==> src/rtl/mem_access_unit.sv <==
// mem_access_unit
//   Requester side of the word-addressed data memory port. Turns byte/half/word
//   load and store requests carrying 32-bit byte addresses into single-word
//   memory accesses. Sub-word stores are done as read-modify-write.
//   One request is outstanding at a time. A response is held until the
//   consumer accepts it.
// Ports
//   clk, reset          clock; synchronous active-high reset
//   req_valid/ready     request handshake (ready only while idle)
//   req_we, req_size    store flag; size 00 byte, 01 half, 10 word, 11 reserved
//   req_signed          sign-extend sub-word load results
//   req_addr, req_wdata byte address; right-justified store data
//   resp_valid/ready    response handshake
//   resp_rdata          load result (0 for stores and errors)
//   resp_err            misaligned, out-of-range or reserved size
//   mem_addr/we/wdata   word index, write strobe and write data to dataMemory
//   mem_rdata           combinational read data for mem_addr
module mem_access_unit #(
  parameter int MEM_ADDR_WIDTH = 10
) (
  input  logic                      clk,
  input  logic                      reset,
  input  logic                      req_valid,
  output logic                      req_ready,
  input  logic                      req_we,
  input  logic [1:0]                req_size,
  input  logic                      req_signed,
  input  logic [31:0]               req_addr,
  input  logic [31:0]               req_wdata,
  output logic                      resp_valid,
  input  logic                      resp_ready,
  output logic [31:0]               resp_rdata,
  output logic                      resp_err,
  output logic [MEM_ADDR_WIDTH-1:0] mem_addr,
  output logic                      mem_we,
  output logic [31:0]               mem_wdata,
  input  logic [31:0]               mem_rdata
);

  typedef enum logic [1:0] {IDLE, READ, WRITE, RESP} state_t;

  // Fields kept for the READ stage; the word index lives in mem_addr.
  typedef struct packed {
    logic        we;
    logic [1:0]  size;
    logic        sgn;
    logic [1:0]  lane;
    logic [31:0] wdata;
  } req_t;

  state_t state, state_nxt;
  req_t   cur;

  logic        accept;
  logic        req_bad;
  logic        misalign;
  logic        range_err;
  logic [7:0]  ld_byte;
  logic [15:0] ld_half;
  logic [31:0] ld_data;
  logic [3:0]  lane_en;
  logic [31:0] wrep;
  logic [31:0] merged;

  assign req_ready  = (state == IDLE) & ~reset;
  assign mem_we     = (state == WRITE) & ~reset;
  assign resp_valid = (state == RESP);
  assign accept     = req_valid & req_ready;

  // Request classification on the live request bus.
  assign misalign  = ((req_size == 2'b01) & req_addr[0]) |
                     ((req_size == 2'b10) & (|req_addr[1:0]));
  assign range_err = |(req_addr >> (MEM_ADDR_WIDTH + 2));
  assign req_bad   = (req_size == 2'b11) | misalign | range_err;

  // Load extraction from the word being read this cycle.
  assign ld_byte = mem_rdata[{cur.lane, 3'b000} +: 8];
  assign ld_half = cur.lane[1] ? mem_rdata[31:16] : mem_rdata[15:0];

  always_comb begin
    ld_data = mem_rdata;
    case (cur.size)
      2'b00:   ld_data = {{24{cur.sgn & ld_byte[7]}}, ld_byte};
      2'b01:   ld_data = {{16{cur.sgn & ld_half[15]}}, ld_half};
      default: ld_data = mem_rdata;
    endcase
  end

  // Store merge: replicate the store data across all lanes, then pick
  // per byte lane between the new data and the word just read.
  always_comb begin
    lane_en = 4'b1111;
    wrep    = cur.wdata;
    case (cur.size)
      2'b00: begin
        lane_en = 4'b0001 << cur.lane;
        wrep    = {4{cur.wdata[7:0]}};
      end
      2'b01: begin
        lane_en = cur.lane[1] ? 4'b1100 : 4'b0011;
        wrep    = {2{cur.wdata[15:0]}};
      end
      default: begin
        lane_en = 4'b1111;
        wrep    = cur.wdata;
      end
    endcase
  end

  for (genvar i = 0; i < 4; i++) begin : g_lane
    assign merged[8*i +: 8] = lane_en[i] ? wrep[8*i +: 8] : mem_rdata[8*i +: 8];
  end

  // State register.
  always_ff @(posedge clk) begin
    if (reset) state <= IDLE;
    else       state <= state_nxt;
  end

  // Next-state logic.
  always_comb begin
    state_nxt = state;
    case (state)
      IDLE: begin
        if (accept) begin
          if (req_bad)                              state_nxt = RESP;
          else if (req_we && (req_size == 2'b10))   state_nxt = WRITE;
          else                                      state_nxt = READ;
        end
      end
      READ:    state_nxt = cur.we ? WRITE : RESP;
      WRITE:   state_nxt = RESP;
      RESP:    if (resp_ready) state_nxt = IDLE;
      default: state_nxt = IDLE;
    endcase
  end

  // Datapath registers.
  always_ff @(posedge clk) begin
    if (reset) begin
      cur        <= '0;
      mem_addr   <= '0;
      mem_wdata  <= '0;
      resp_rdata <= '0;
      resp_err   <= 1'b0;
    end else begin
      case (state)
        IDLE: begin
          if (accept) begin
            cur.we     <= req_we;
            cur.size   <= req_size;
            cur.sgn    <= req_signed;
            cur.lane   <= req_addr[1:0];
            cur.wdata  <= req_wdata;
            mem_addr   <= req_addr[MEM_ADDR_WIDTH+1:2];
            // Word stores go straight to WRITE with the raw data.
            mem_wdata  <= req_wdata;
            resp_rdata <= '0;
            resp_err   <= req_bad;
          end
        end
        READ: begin
          if (cur.we) mem_wdata  <= merged;
          else        resp_rdata <= ld_data;
        end
        default: ;
      endcase
    end
  end

endmodule

==> config.mk <==
export PLATFORM = sky130hd
export DESIGN_NAME = mem_access_unit
export DESIGN_NICKNAME = d
export VERILOG_FILES = /design/src/rtl/mem_access_unit.sv
export SDC_FILE = /design/constraint.sdc
export NUM_CORES = 1
export LEC_CHECK = 0
export CORE_ASPECT_RATIO = 1.1
export CORE_MARGIN = 10
export CORE_UTILIZATION = 28
export CTS_BUF_LIST = sky130_fd_sc_hd__clkbuf_8
export DETAILED_ROUTE_END_ITERATION = 8
export SKIP_CTS_REPAIR_TIMING = 1
export SLEW_MARGIN = 20
export SYNTH_ARGS = -nofsm -noshare
export SYNTH_HDL_FRONTEND = slang
export SYNTH_SLANG_ARGS = --single-unit
==> constraint.sdc <==
create_clock -name clk -period 2.65 [get_ports clk]
set_clock_uncertainty 0.05 [all_clocks]
set_input_delay 0.265 -clock clk [delete_from_list [all_inputs] [get_ports clk]]
set_output_delay 0.265 -clock clk [all_outputs]
set_load 0.02 [all_outputs]
==> run metrics <==
H-tree levels 4; DRC 0; Mapped Area about 5800 um2; Layout fillers 2076; CTS buffer count 17; Avg Vias per Cell 5.11; min-delay src reset; Vias 5785; Async SR Flop Fraction 0%; CP arrival 2.04 ns; DR WL/cell about 19 um; Post-Place Cell Area 7850 um2; worst reg2reg startpoint state[0]; Area Overhead vs Synth 44.0%; commonest non-fill, non-tap cell in the layout clkdlybuf4s50_1; commonest non-fill, non-tap cells in the layout 180 x clkdlybuf4s50_1, 146 x nand2_1, 115 x dfxtp_1; hold slack around 0.27 ns; worst-path maximum fanout 8; final worst-path cycle share between 80% and 90%; max incr delay on CP 0.65 ns; Die Wd around 160 um; worst slew pin tran around 0.81 ns; hpwl dp ~17000 um; DRT antenna net count 0; vias in the first global route ~5800; largest net degree at the start of global routing between 40 and 50; RSZ-0062 raised after global routing false; Hold/Removal Path Class primary input to flip-flop; Synth Register Bits around 120; final hold viol count 0; clock period minus worst slack 2.36 ns; nets@finish just under 1000; syn_area_per_cell 8.23 um2; top_reg_cell synth dfxtp_1; outcome finished clean; GR Overflow Total 0; antenna violations before repair 0; Worst setup EP type output pin; slew margin rel. a little under half; Die Y-Extent around 170 um; gpl congestion between 0.8 and 0.9; Cell Chain, Critical Path inv_1 > ha_1 > buf_4 > nor2b_1 > clkdlybuf4s50_1; multi-input logic area 3210 um2; EDFF count, synth 0; Clk pin slew, worst setup/hold paths around 0.070 ns; Gate Count Post-Synth ~700; Seq/Total Area, Yosys approximately 40%; later-pin clock latency in the skew report about 0.44 ns; Reg-to-Reg End mem_wdata[7]; buffer and inverter count on the worst path 3; Site Rows 55; Mapped Nets around 800; setup TNS 0 ns; CTS Root Cell clkbuf_8; GRT Overall Usage 16.2%; Crit. Startpoint state[0]; Core Box Area 20400 um2; DRT Pass-1 Iters 5; PD cells 909 nW/um2; overall power approximately 0.0076 W; CTS tree done; startpoint types flip-flop; Ys Warns 0; final setup fails 0; drt total wl roughly 22000 um; Crit path max-delay family buffers and inverters; fraction of layout cells with a size suffix above 1 approximately 11%; CTS Sinks between 100 and 150; Starting Density between 20% and 30%; total of max-cap violations 0; library cells used by synthesis between 50 and 60; first-pass GRT wire length 33800 um; Ports 182; hold depth 3; count of pins over their slew limit 0; leakage between 3 and 4 nW; required time worst endpoint ~2.3 ns; I/O Buffers between 150 and 200; max frequency approximately 0.42 GHz; Die Area approximately 27000 um2; R2R cell count 7; post-layout util 40.7%; Ant. Diodes 0; Clock Path Buffers 2; DR iter-0 viols roughly 450; Crit Path Class flip-flop to output pin; r2r setup slk 0.40 ns; Register Area about 2300 um2; slowest CP cell clkdlybuf4s50_1; Peak VDD IR about 0.41 mV; final instance area 8310 um2; Min-Delay Endpoint cur[6]
## how the worst max path moves through the flow
stage,endpoint,slack [ns],cells after the start
2_1_floorplan,resp_rdata[17],0.48,9
3_3_place_gp,resp_rdata[20],0.33,6
3_5_place_dp,resp_rdata[31],0.30,6
4_1_cts,req_ready,0.23,5
5_1_grt,req_ready,0.16,5
6_report,req_ready,0.29,5
## report_power, final
part | switching (W) | leakage [nW] | internal [W]
Sequential | 0.000309 | 0.941 | 0.00212
Clock | 0.000722 | 0.243 | 0.00118
Combinational | 0.00186 | 1.95 | 0.00137
## registers in the layout (all words and copies together) (netlist names)
| register | cells |
|---|---|
| cur | 38 |
| resp_err | 1 |
| state | 2 |
| mem_wdata | 32 |
| resp_rdata | 32 |
| mem_addr | 10 |
## final cells by class
cell class | count | share of cell area (%)
Clock buffer | 20 | 3.31
Sequential cell | 115 | 27.7
Tap cell | 256 | 3.85
Multi-Input combinational cell | 519 | 38.6
Clock inverter | 12 | 2.21
Inverter | 8 | 0.361
Timing Repair Buffer | 203 | 24.0
## metrics by stage
| stage | setup slack (ns) | instances |
|---|---|---|
| after floorplan | 0.476 | 702 |
| after global placement | 0.328 | 1101 |
| after detailed placement | 0.305 | 1101 |
| after CTS | 0.235 | 1133 |
| after global routing | 0.162 | 1133 |
| final | 0.293 | 1133 |
## worst reg2reg max path: cells and delay by family (launching register included)
kind	cells	cell delay (ns)
AO/OA/AOI/OAI	3	0.93
flip-flops	1	0.38
AND/OR/NAND/NOR	1	0.31
buffers and inverters	2	0.27
adder cells (fa/ha/maj)	1	0.23
## cells by family after synthesis
family,after synthesis,synth area share [%]
AO/OA/AOI/OAI,180,22.2
adder cells (fa/ha/maj),5,1.08
buffers and inverters,68,4.79
flip-flops,115,39.9
multiplexers,28,5.50
AND/OR/NAND/NOR,306,26.5
## Yosys cell counts (all sizes together), types with 2 or more instances
library cell,number,area (um2)
mux2i,10,100
nor3,4,20.0
clkbuf,50,188
a211oi,17,133
a221o,17,190
o41ai,9,78.8
o31ai,2,15.0
a211o,7,61.3
a31oi,3,18.8
nor4,6,37.5
nand2,146,548
ha,5,62.6
buf,10,58.8
nor2b,7,51.3
nand2b,6,37.5
a22oi,8,60.1
a32o,8,80.1
a311oi,8,70.1
o21ai,51,255
dfxtp,115,2300
or3b,3,26.3
a21oi,35,179
a221oi,8,70.1
nand3b,57,428
nor2,39,146
and2,2,12.5
mux2,17,191
or3,10,62.6
nand3,16,80.1
and3b,6,52.6
inv,7,26.3
## metal layers
metal	track usage, %	part of all wire, %
met1	19.9	43
met2	26.0	47
met3	4.97	7.5
met4	6.45	2.6
met5	0	0
No activity file was read; power rests on OpenSTA's default activity.
